**config.mk**
```make
export PLATFORM = sky130hd
export DESIGN_NAME = midi_note_rx_flat
export DESIGN_NICKNAME = d
export VERILOG_FILES = /design/src/rtl/midi_note_rx_if.sv /design/src/rtl/midi_note_rx.sv /design/src/flat_wrapper.sv
export SDC_FILE = /design/constraint.sdc
export NUM_CORES = 1
export LEC_CHECK = 0
export ABC_AREA = 1
export ABC_CLOCK_PERIOD_IN_PS = 4350
export CORE_UTILIZATION = 54
export DETAILED_ROUTE_END_ITERATION = 8
export PLACE_DENSITY_LB_ADDON = 0.12
export SETUP_SLACK_MARGIN = 0.3
export SLEW_MARGIN = 20
export SYNTH_ARGS = -nofsm -noshare
export SYNTH_HDL_FRONTEND = slang
export SYNTH_SLANG_ARGS = --single-unit
```
**constraint.sdc**
```tcl
create_clock -name clk -period 4.35 [get_ports clk]
set_input_delay 1.0875 -clock clk [delete_from_list [all_inputs] [get_ports clk]]
set_output_delay 1.0875 -clock clk [all_outputs]
set_load 0.005 [all_outputs]
```
**src/rtl/midi_note_rx_if.sv**
```systemverilog
// Note-event handshake between the MIDI receiver (master) and its consumer (slave).
// The head event fields are valid whenever evt_valid is high.
interface midi_note_rx_if;
  logic       evt_valid;
  logic       evt_ready;
  logic       evt_on;
  logic [3:0] evt_channel;
  logic [6:0] evt_note;
  logic [6:0] evt_velocity;

  modport master (output evt_valid, evt_on, evt_channel, evt_note, evt_velocity,
                  input  evt_ready);
  modport slave  (input  evt_valid, evt_on, evt_channel, evt_note, evt_velocity,
                  output evt_ready);
endinterface

```
**src/rtl/midi_note_rx.sv**
```systemverilog
// MIDI receiver: oversampled UART framing, running-status parser with channel filter,
// and a first-word-fall-through FIFO of decoded Note On/Off events.
module midi_note_rx #(
  parameter int CLKS_PER_BIT = 3200,
  parameter int FIFO_DEPTH   = 4,
  parameter int OMNI         = 1,
  parameter int CHANNEL      = 0
) (
  input  logic                          clk,
  input  logic                          rst,
  input  logic                          midi_in,
  output logic                          rx_led,
  midi_note_rx_if.master                evt,
  output logic [$clog2(FIFO_DEPTH):0]   fifo_count,
  output logic                          framing_err,
  output logic                          overflow
);
  localparam int CW = $clog2(CLKS_PER_BIT);
  localparam int AW = $clog2(FIFO_DEPTH);
  localparam logic [CW-1:0] HALF = CW'(CLKS_PER_BIT / 2);
  localparam logic [CW-1:0] LAST = CW'(CLKS_PER_BIT - 1);
  localparam logic [AW:0]   FULL = (AW+1)'(FIFO_DEPTH);

  typedef enum logic [1:0] {S_IDLE, S_START, S_DATA, S_STOP} rx_state_e;

  logic [1:0]    sync_q, sync_d;
  logic          line_prev_q, line_prev_d;
  rx_state_e     state_q, state_d;
  logic [CW-1:0] cnt_q, cnt_d;
  logic [2:0]    idx_q, idx_d;
  logic [7:0]    shift_q, shift_d;
  logic          byte_stb_q, byte_stb_d;
  logic          ferr_q, ferr_d;
  logic [7:0]    status_q, status_d;
  logic          rs_ok_q, rs_ok_d;
  logic          dcnt_q, dcnt_d;
  logic [6:0]    data0_q, data0_d;
  logic [18:0]   mem_q [FIFO_DEPTH];
  logic [18:0]   mem_d [FIFO_DEPTH];
  logic [AW-1:0] wr_q, wr_d, rd_q, rd_d;
  logic [AW:0]   count_q, count_d;
  logic          ovf_q, ovf_d;

  logic        line;
  logic        ev;
  logic [18:0] ev_word;
  logic        pop, push, full;

  assign line = sync_q[1];

  always_comb begin
    sync_d      = {sync_q[0], midi_in};
    line_prev_d = line;
    state_d     = state_q;
    cnt_d       = cnt_q + 1'b1;
    idx_d       = idx_q;
    shift_d     = shift_q;
    byte_stb_d  = 1'b0;
    ferr_d      = 1'b0;
    unique case (state_q)
      S_IDLE: begin
        // Edge-triggered arming also makes us wait for a high line after a framing error.
        cnt_d = '0;
        if (line_prev_q && !line) state_d = S_START;
      end
      S_START: begin
        if (cnt_q == HALF) begin
          cnt_d   = '0;
          idx_d   = '0;
          state_d = line ? S_IDLE : S_DATA;
        end
      end
      S_DATA: begin
        if (cnt_q == LAST) begin
          cnt_d   = '0;
          shift_d = {line, shift_q[7:1]};
          idx_d   = idx_q + 3'd1;
          if (idx_q == 3'd7) state_d = S_STOP;
        end
      end
      S_STOP: begin
        if (cnt_q == LAST) begin
          cnt_d      = '0;
          state_d    = S_IDLE;
          byte_stb_d = line;
          ferr_d     = !line;
        end
      end
      default: state_d = S_IDLE;
    endcase
  end

  logic one_byte, is_note, chan_ok, is_on;
  assign one_byte = (status_q[7:4] == 4'hC) || (status_q[7:4] == 4'hD);
  assign is_note  = (status_q[7:5] == 3'b100);
  assign chan_ok  = (OMNI != 0) || (status_q[3:0] == 4'(CHANNEL));
  assign is_on    = status_q[4] && (shift_q[6:0] != 7'd0);

  always_comb begin
    status_d = status_q;
    rs_ok_d  = rs_ok_q;
    dcnt_d   = dcnt_q;
    data0_d  = data0_q;
    ev       = 1'b0;
    ev_word  = '0;
    if (ferr_q) begin
      dcnt_d = 1'b0;
    end else if (byte_stb_q && shift_q[7:3] != 5'b11111) begin
      if (shift_q[7:4] == 4'hF) begin
        rs_ok_d = 1'b0;
        dcnt_d  = 1'b0;
      end else if (shift_q[7]) begin
        status_d = shift_q;
        rs_ok_d  = 1'b1;
        dcnt_d   = 1'b0;
      end else if (rs_ok_q) begin
        if (!dcnt_q) begin
          data0_d = shift_q[6:0];
          dcnt_d  = !one_byte;
        end else begin
          dcnt_d = 1'b0;
          if (is_note && chan_ok) begin
            ev      = 1'b1;
            ev_word = {is_on, status_q[3:0], data0_q, shift_q[6:0]};
          end
        end
      end
    end
  end

  assign full = (count_q == FULL);
  assign pop  = (count_q != '0) && evt.evt_ready;
  assign push = ev && (!full || pop);

  always_comb begin
    mem_d   = mem_q;
    wr_d    = wr_q;
    rd_d    = rd_q;
    count_d = count_q;
    ovf_d   = ev && full && !pop;
    if (push) begin
      mem_d[wr_q] = ev_word;
      wr_d        = wr_q + 1'b1;
    end
    if (pop) rd_d = rd_q + 1'b1;
    if (push && !pop)      count_d = count_q + 1'b1;
    else if (pop && !push) count_d = count_q - 1'b1;
  end

  always_ff @(posedge clk or posedge rst) begin
    if (rst) begin
      sync_q      <= 2'b11;
      line_prev_q <= 1'b1;
      state_q     <= S_IDLE;
      cnt_q       <= '0;
      idx_q       <= '0;
      shift_q     <= '0;
      byte_stb_q  <= 1'b0;
      ferr_q      <= 1'b0;
      status_q    <= '0;
      rs_ok_q     <= 1'b0;
      dcnt_q      <= 1'b0;
      data0_q     <= '0;
      mem_q       <= '{default: '0};
      wr_q        <= '0;
      rd_q        <= '0;
      count_q     <= '0;
      ovf_q       <= 1'b0;
    end else begin
      sync_q      <= sync_d;
      line_prev_q <= line_prev_d;
      state_q     <= state_d;
      cnt_q       <= cnt_d;
      idx_q       <= idx_d;
      shift_q     <= shift_d;
      byte_stb_q  <= byte_stb_d;
      ferr_q      <= ferr_d;
      status_q    <= status_d;
      rs_ok_q     <= rs_ok_d;
      dcnt_q      <= dcnt_d;
      data0_q     <= data0_d;
      mem_q       <= mem_d;
      wr_q        <= wr_d;
      rd_q        <= rd_d;
      count_q     <= count_d;
      ovf_q       <= ovf_d;
    end
  end

  assign rx_led         = ~line;
  assign evt.evt_valid  = (count_q != '0);
  assign {evt.evt_on, evt.evt_channel, evt.evt_note, evt.evt_velocity} = mem_q[rd_q];
  assign fifo_count     = count_q;
  assign framing_err    = ferr_q;
  assign overflow       = ovf_q;
endmodule

```
**src/flat_wrapper.sv**
```systemverilog
// flat-port wrapper written by rule: the top's interface ports become plain ports
module midi_note_rx_flat 
#(
  parameter int CLKS_PER_BIT = 3200,
  parameter int FIFO_DEPTH   = 4,
  parameter int OMNI         = 1,
  parameter int CHANNEL      = 0
)
  (clk, rst, midi_in, rx_led, fifo_count, framing_err, overflow, evt_evt_valid, evt_evt_on, evt_evt_channel, evt_evt_note, evt_evt_velocity, evt_evt_ready);
  midi_note_rx_if evt_i ();
  input  logic clk;
  input  logic rst;
  input  logic midi_in;
  output logic rx_led;
  output logic [$clog2(FIFO_DEPTH):0] fifo_count;
  output logic framing_err;
  output logic overflow;
  output wire logic [$bits(evt_i.evt_valid)-1:0] evt_evt_valid;
  output wire logic [$bits(evt_i.evt_on)-1:0] evt_evt_on;
  output wire logic [$bits(evt_i.evt_channel)-1:0] evt_evt_channel;
  output wire logic [$bits(evt_i.evt_note)-1:0] evt_evt_note;
  output wire logic [$bits(evt_i.evt_velocity)-1:0] evt_evt_velocity;
  input wire logic [$bits(evt_i.evt_ready)-1:0] evt_evt_ready;
  assign evt_evt_valid = evt_i.evt_valid;
  assign evt_evt_on = evt_i.evt_on;
  assign evt_evt_channel = evt_i.evt_channel;
  assign evt_evt_note = evt_i.evt_note;
  assign evt_evt_velocity = evt_i.evt_velocity;
  assign evt_i.evt_ready = evt_evt_ready;
  midi_note_rx #(.CLKS_PER_BIT(CLKS_PER_BIT), .FIFO_DEPTH(FIFO_DEPTH), .OMNI(OMNI), .CHANNEL(CHANNEL)) u_core (.clk(clk), .rst(rst), .midi_in(midi_in), .rx_led(rx_led), .evt(evt_i), .fifo_count(fifo_count), .framing_err(framing_err), .overflow(overflow));
endmodule
```
==> summary.md <==
| Metric | Value |
|---|---|
| Count of buffers from port buffering | 29 |
| ANT cells | 0 |
| Initial standard-cell utilization of the core | 0.560 |
| Number of hold violations in the final report | 0 |
| Total overflow reported by the global router | 0 |
| Element type at the critical path start | flip-flop |
| H-tree Lvls | 4 |
| CP required | 3.26 ns |
| Hold Path Stages | 0 |
| Site Rows | 38 |
| Shortest period the worst path allows | 3.56 ns |
| HPWL reported at the end of detailed placement | 7800 µm |
| Relative max-transition margin | 0.579 |
| FF-to-FF path depth | 10 |
| Worst VDD drop | 0.314 mV |
| Global-route wire length before repair | 21,000 µm |
| Clk buf depth | 2 |
| Floorplan die height | 109 µm |
| Crit-path max FO | 21 |
| Slack of the critical path | 0.792 ns |
| Pin count of the biggest net entering global routing | 77 |
| Fraction of final layout cells with drive strength greater than 1 | 0.117 |
| Place WS | 1.18 ns |
| Initial DRC Count | 341 |
| Post-CTS setup buffers | 0 |
| Total clock buffers created by CTS | 17 |
| Yosys synthesis warning count | 0 |
| Post-DR vias/cell | 5.36 |
| Setup repair after global routing missed its margin | no |
| Cell Pwr Density | 522 mW/mm² |
| Worst Hold End | u_core.sync_q[1]$_DFF_PP1_ |
| Number of antenna violations at the first check in global routing | 0 |
| I/O Pins | 30 |
| Post-route fraction of the period consumed by the critical path | 0.818 |
| Number of nets produced by synthesis | 689 |
| Overall global routing resource usage | 0.232 |
| Setup Crit Path Kind | flip-flop to primary output |
| Worst setup EP type | primary output |
| Final #Nets | 713 |
| Via count of the first global-routing pass | 4,381 |
| Total length of routed wires | 11,900 µm |
| Mapped Cells | 671 |
| TritonCTS clock tree | yes |
| Max-slew violation total from the final report | 0 |
| Final setup fails | 0 |
| Number of iterations in the first detailed-routing pass | 5 |
| Vias | 4,542 |
| Area growth from synthesis to layout | 13.8% |
| Setup slack, reg-to-reg | 2.16 ns |
| Largest clock skew in the final design | 0.00435 ns |
| Actual slew at the worst max-slew pin | 0.631 ns |
| Result of the run | complete, no violations |
| Remaining antenna violation count | 0 |
| Clk root buf | sky130_fd_sc_hd__clkbuf_16 |
| Area of the die | 0.0118 mm² |
| Clock slew at the register clock pins of the worst setup and hold paths | 0.05 ns |
| Reg2Reg Launch Point | u_core.fifo_count[0]$_DFFE_PP0P_ |
| Die W | 109 µm |
| TNS Setup | 0 ns |
| Worst endpoint data arrival time | 2.47 ns |
| Lkg Pwr | 3.18 nW |
| Avg Synthesized Cell Area | 9.17 µm² |
| Detail-routed net length per standard cell | 14.1 µm |
| DP Area | 0.00643 mm² |
| Endpoint of the worst register-to-register path | u_core.fifo_count[1]$_DFFE_PP0P_ |
| Max Freq | 0.281 GHz |
| Combined area of all synthesized cells | 0.00615 mm² |
| Hold crit path type | flip-flop to flip-flop |
| Fin area | 0.00700 mm² |
| Flip-flop and latch count after synthesis | 131 |
| Clock latency reported for the late side of the worst-skew pair | 0.41 ns |
| Quantity of hold-fixing buffers added after cts | 0 |
| Worst hold path startpoint | u_core.sync_q[0]$_DFF_PP1_ |
| Remaining DRCs | 0 |
| Max Cap Violations | 0 |
| Proportion of synthesized chip area in sequential cells | 0.533 |
| Std-Cell Core Area | 0.0110 mm² |
| Unique cell type count in the Yosys netlist | 39 |
| Resize count post-CTS | 0 |
| Routability congestion estimate from global placement | 0.848 |
| Number of sinks handled by clock tree synthesis | 131 |
[worst max-delay path: stages, from the launching register on]
cell                              delay (ns)
sky130_fd_sc_hd__dfrtp_1                0.59
sky130_fd_sc_hd__inv_1                  0.55
sky130_fd_sc_hd__o21ai_0                0.19
sky130_fd_sc_hd__o22ai_1                0.19
sky130_fd_sc_hd__clkdlybuf4s50_1        0.53
[logic make-up after synthesis]
logic type	count (synthesis)	synth area share
and+or+nand+nor	265	0.193
muxes	1	0.00183
xor gates and xnor gates	11	0.0157
buffers and inverters	84	0.0730
AOI/OAI and AO/OA	165	0.153
adders and majority gates	14	0.0297
DFF	131	0.533
[final cells by class]
type,count,area (µm²)
Timing Repair Buffer,33,333
Multi-Input combinational cell,456,2420
Sequential cell,131,3280
Clock buffer,27,523
Clock inverter,4,45.0
Inverter,56,221
Tap cell,140,175
Fill cell,908,3980
[sequential cells by signal, summed over array words and instances, names as in the netlist, 2 cells and up, named ones only]
signal and cells:
u_core.mem_q 76, u_core.cnt_q 12, u_core.shift_q 8, u_core.status_q 8, u_core.data0_q 7, u_core.fifo_count 3, u_core.idx_q 3, u_core.rd_q 2
u_core.sync_q 2, u_core.wr_q 2
[cells in the final DEF (no fill, tap or decap), types with 4 or more instances in the layout]
cell                              count
sky130_fd_sc_hd__o21ai_1             60
sky130_fd_sc_hd__nand2_1            160
sky130_fd_sc_hd__clkbuf_16           17
sky130_fd_sc_hd__inv_1               50
sky130_fd_sc_hd__o21ai_0             56
sky130_fd_sc_hd__a21oi_1              4
sky130_fd_sc_hd__xor2_1               9
sky130_fd_sc_hd__o21ai_2             22
sky130_fd_sc_hd__clkdlybuf4s50_1     29
sky130_fd_sc_hd__o22ai_1             19
sky130_fd_sc_hd__nor2_1              71
sky130_fd_sc_hd__clkbuf_8             6
sky130_fd_sc_hd__dfrtp_1            128
sky130_fd_sc_hd__clkbuf_1             4
sky130_fd_sc_hd__ha_1                13
sky130_fd_sc_hd__inv_2                4
sky130_fd_sc_hd__nand3_1              9
sky130_fd_sc_hd__nand2_8              4
[Yosys cell counts, drive strengths merged]
cell type | count | area, µm²
nor3b | 1 | 18.8
nand2 | 170 | 733
mux2 | 1 | 11.3
clkbuf | 11 | 42.5
inv | 56 | 218
o21ai | 138 | 773
xor2 | 9 | 78.8
fa | 1 | 20.0
xnor2 | 2 | 17.5
nor3 | 3 | 20.0
o211ai | 2 | 15.0
a311oi | 1 | 8.76
or2 | 1 | 6.26
dfstp | 3 | 78.8
ha | 13 | 163
dfrtp | 128 | 3200
nor2 | 75 | 307
buf | 17 | 189
a21oi | 4 | 20.0
nand3 | 11 | 72.6
nand4 | 4 | 31.3
o22ai | 19 | 119
o21bai | 1 | 7.51
[metrics by stage]
| step | hold WS, ns | std cells | utilization | power (mW) |
|---|---|---|---|---|
| after CTS | 0.355 | 847 | 0.638 | 3.70 |
| final | 0.354 | 847 | 0.638 | 3.66 |
| after global routing | 0.356 | 847 | 0.638 | 3.88 |
| after floorplan | 0.345 | 671 | - | 1.93 |
| after detailed placement | 0.347 | 816 | 0.586 | 2.34 |
| after global placement | 0.347 | 816 | 0.586 | 2.32 |
[per-layer routing]
metal | up-vias | GRT usage | routed length [µm]
met4 | 0 | 0.0840 | 170
met2 | 68 | 0.392 | 5830
met5 | - | 0 | 0
met1 | 2224 | 0.294 | 5500
li1 | 2232 | - | -
met3 | 18 | 0.0514 | 423
[where the power goes]
part	internal (mW)	leakage, nW	switching (mW)
sequential	1.27	1.79	0.0681
combinational	0.456	1.10	0.522
clock	0.871	0.283	0.474
total	2.59	3.18	1.06
[worst max-delay path by stage]
| stage | to | slack [ns] | startpoint | depth (start not counted) |
|---|---|---|---|---|
| floorplan | asynchronous set/reset pin | 1.64 | rst | 1 |
| finish | evt_evt_velocity[0] | 0.79 | u_core.rd_q[1]$_DFFE_PP0P_ | 4 |
| global placement | evt_evt_velocity[0] | 1.28 | u_core.rd_q[1]$_DFFE_PP0P_ | 4 |
| detailed placement | evt_evt_velocity[6] | 1.18 | u_core.rd_q[1]$_DFFE_PP0P_ | 4 |
| global route | evt_evt_channel[0] | 0.60 | u_core.rd_q[1]$_DFFE_PP0P_ | 4 |
| CTS | evt_evt_velocity[6] | 0.81 | u_core.rd_q[1]$_DFFE_PP0P_ | 4 |
Note: power is estimated with default switching activity, not from simulation.
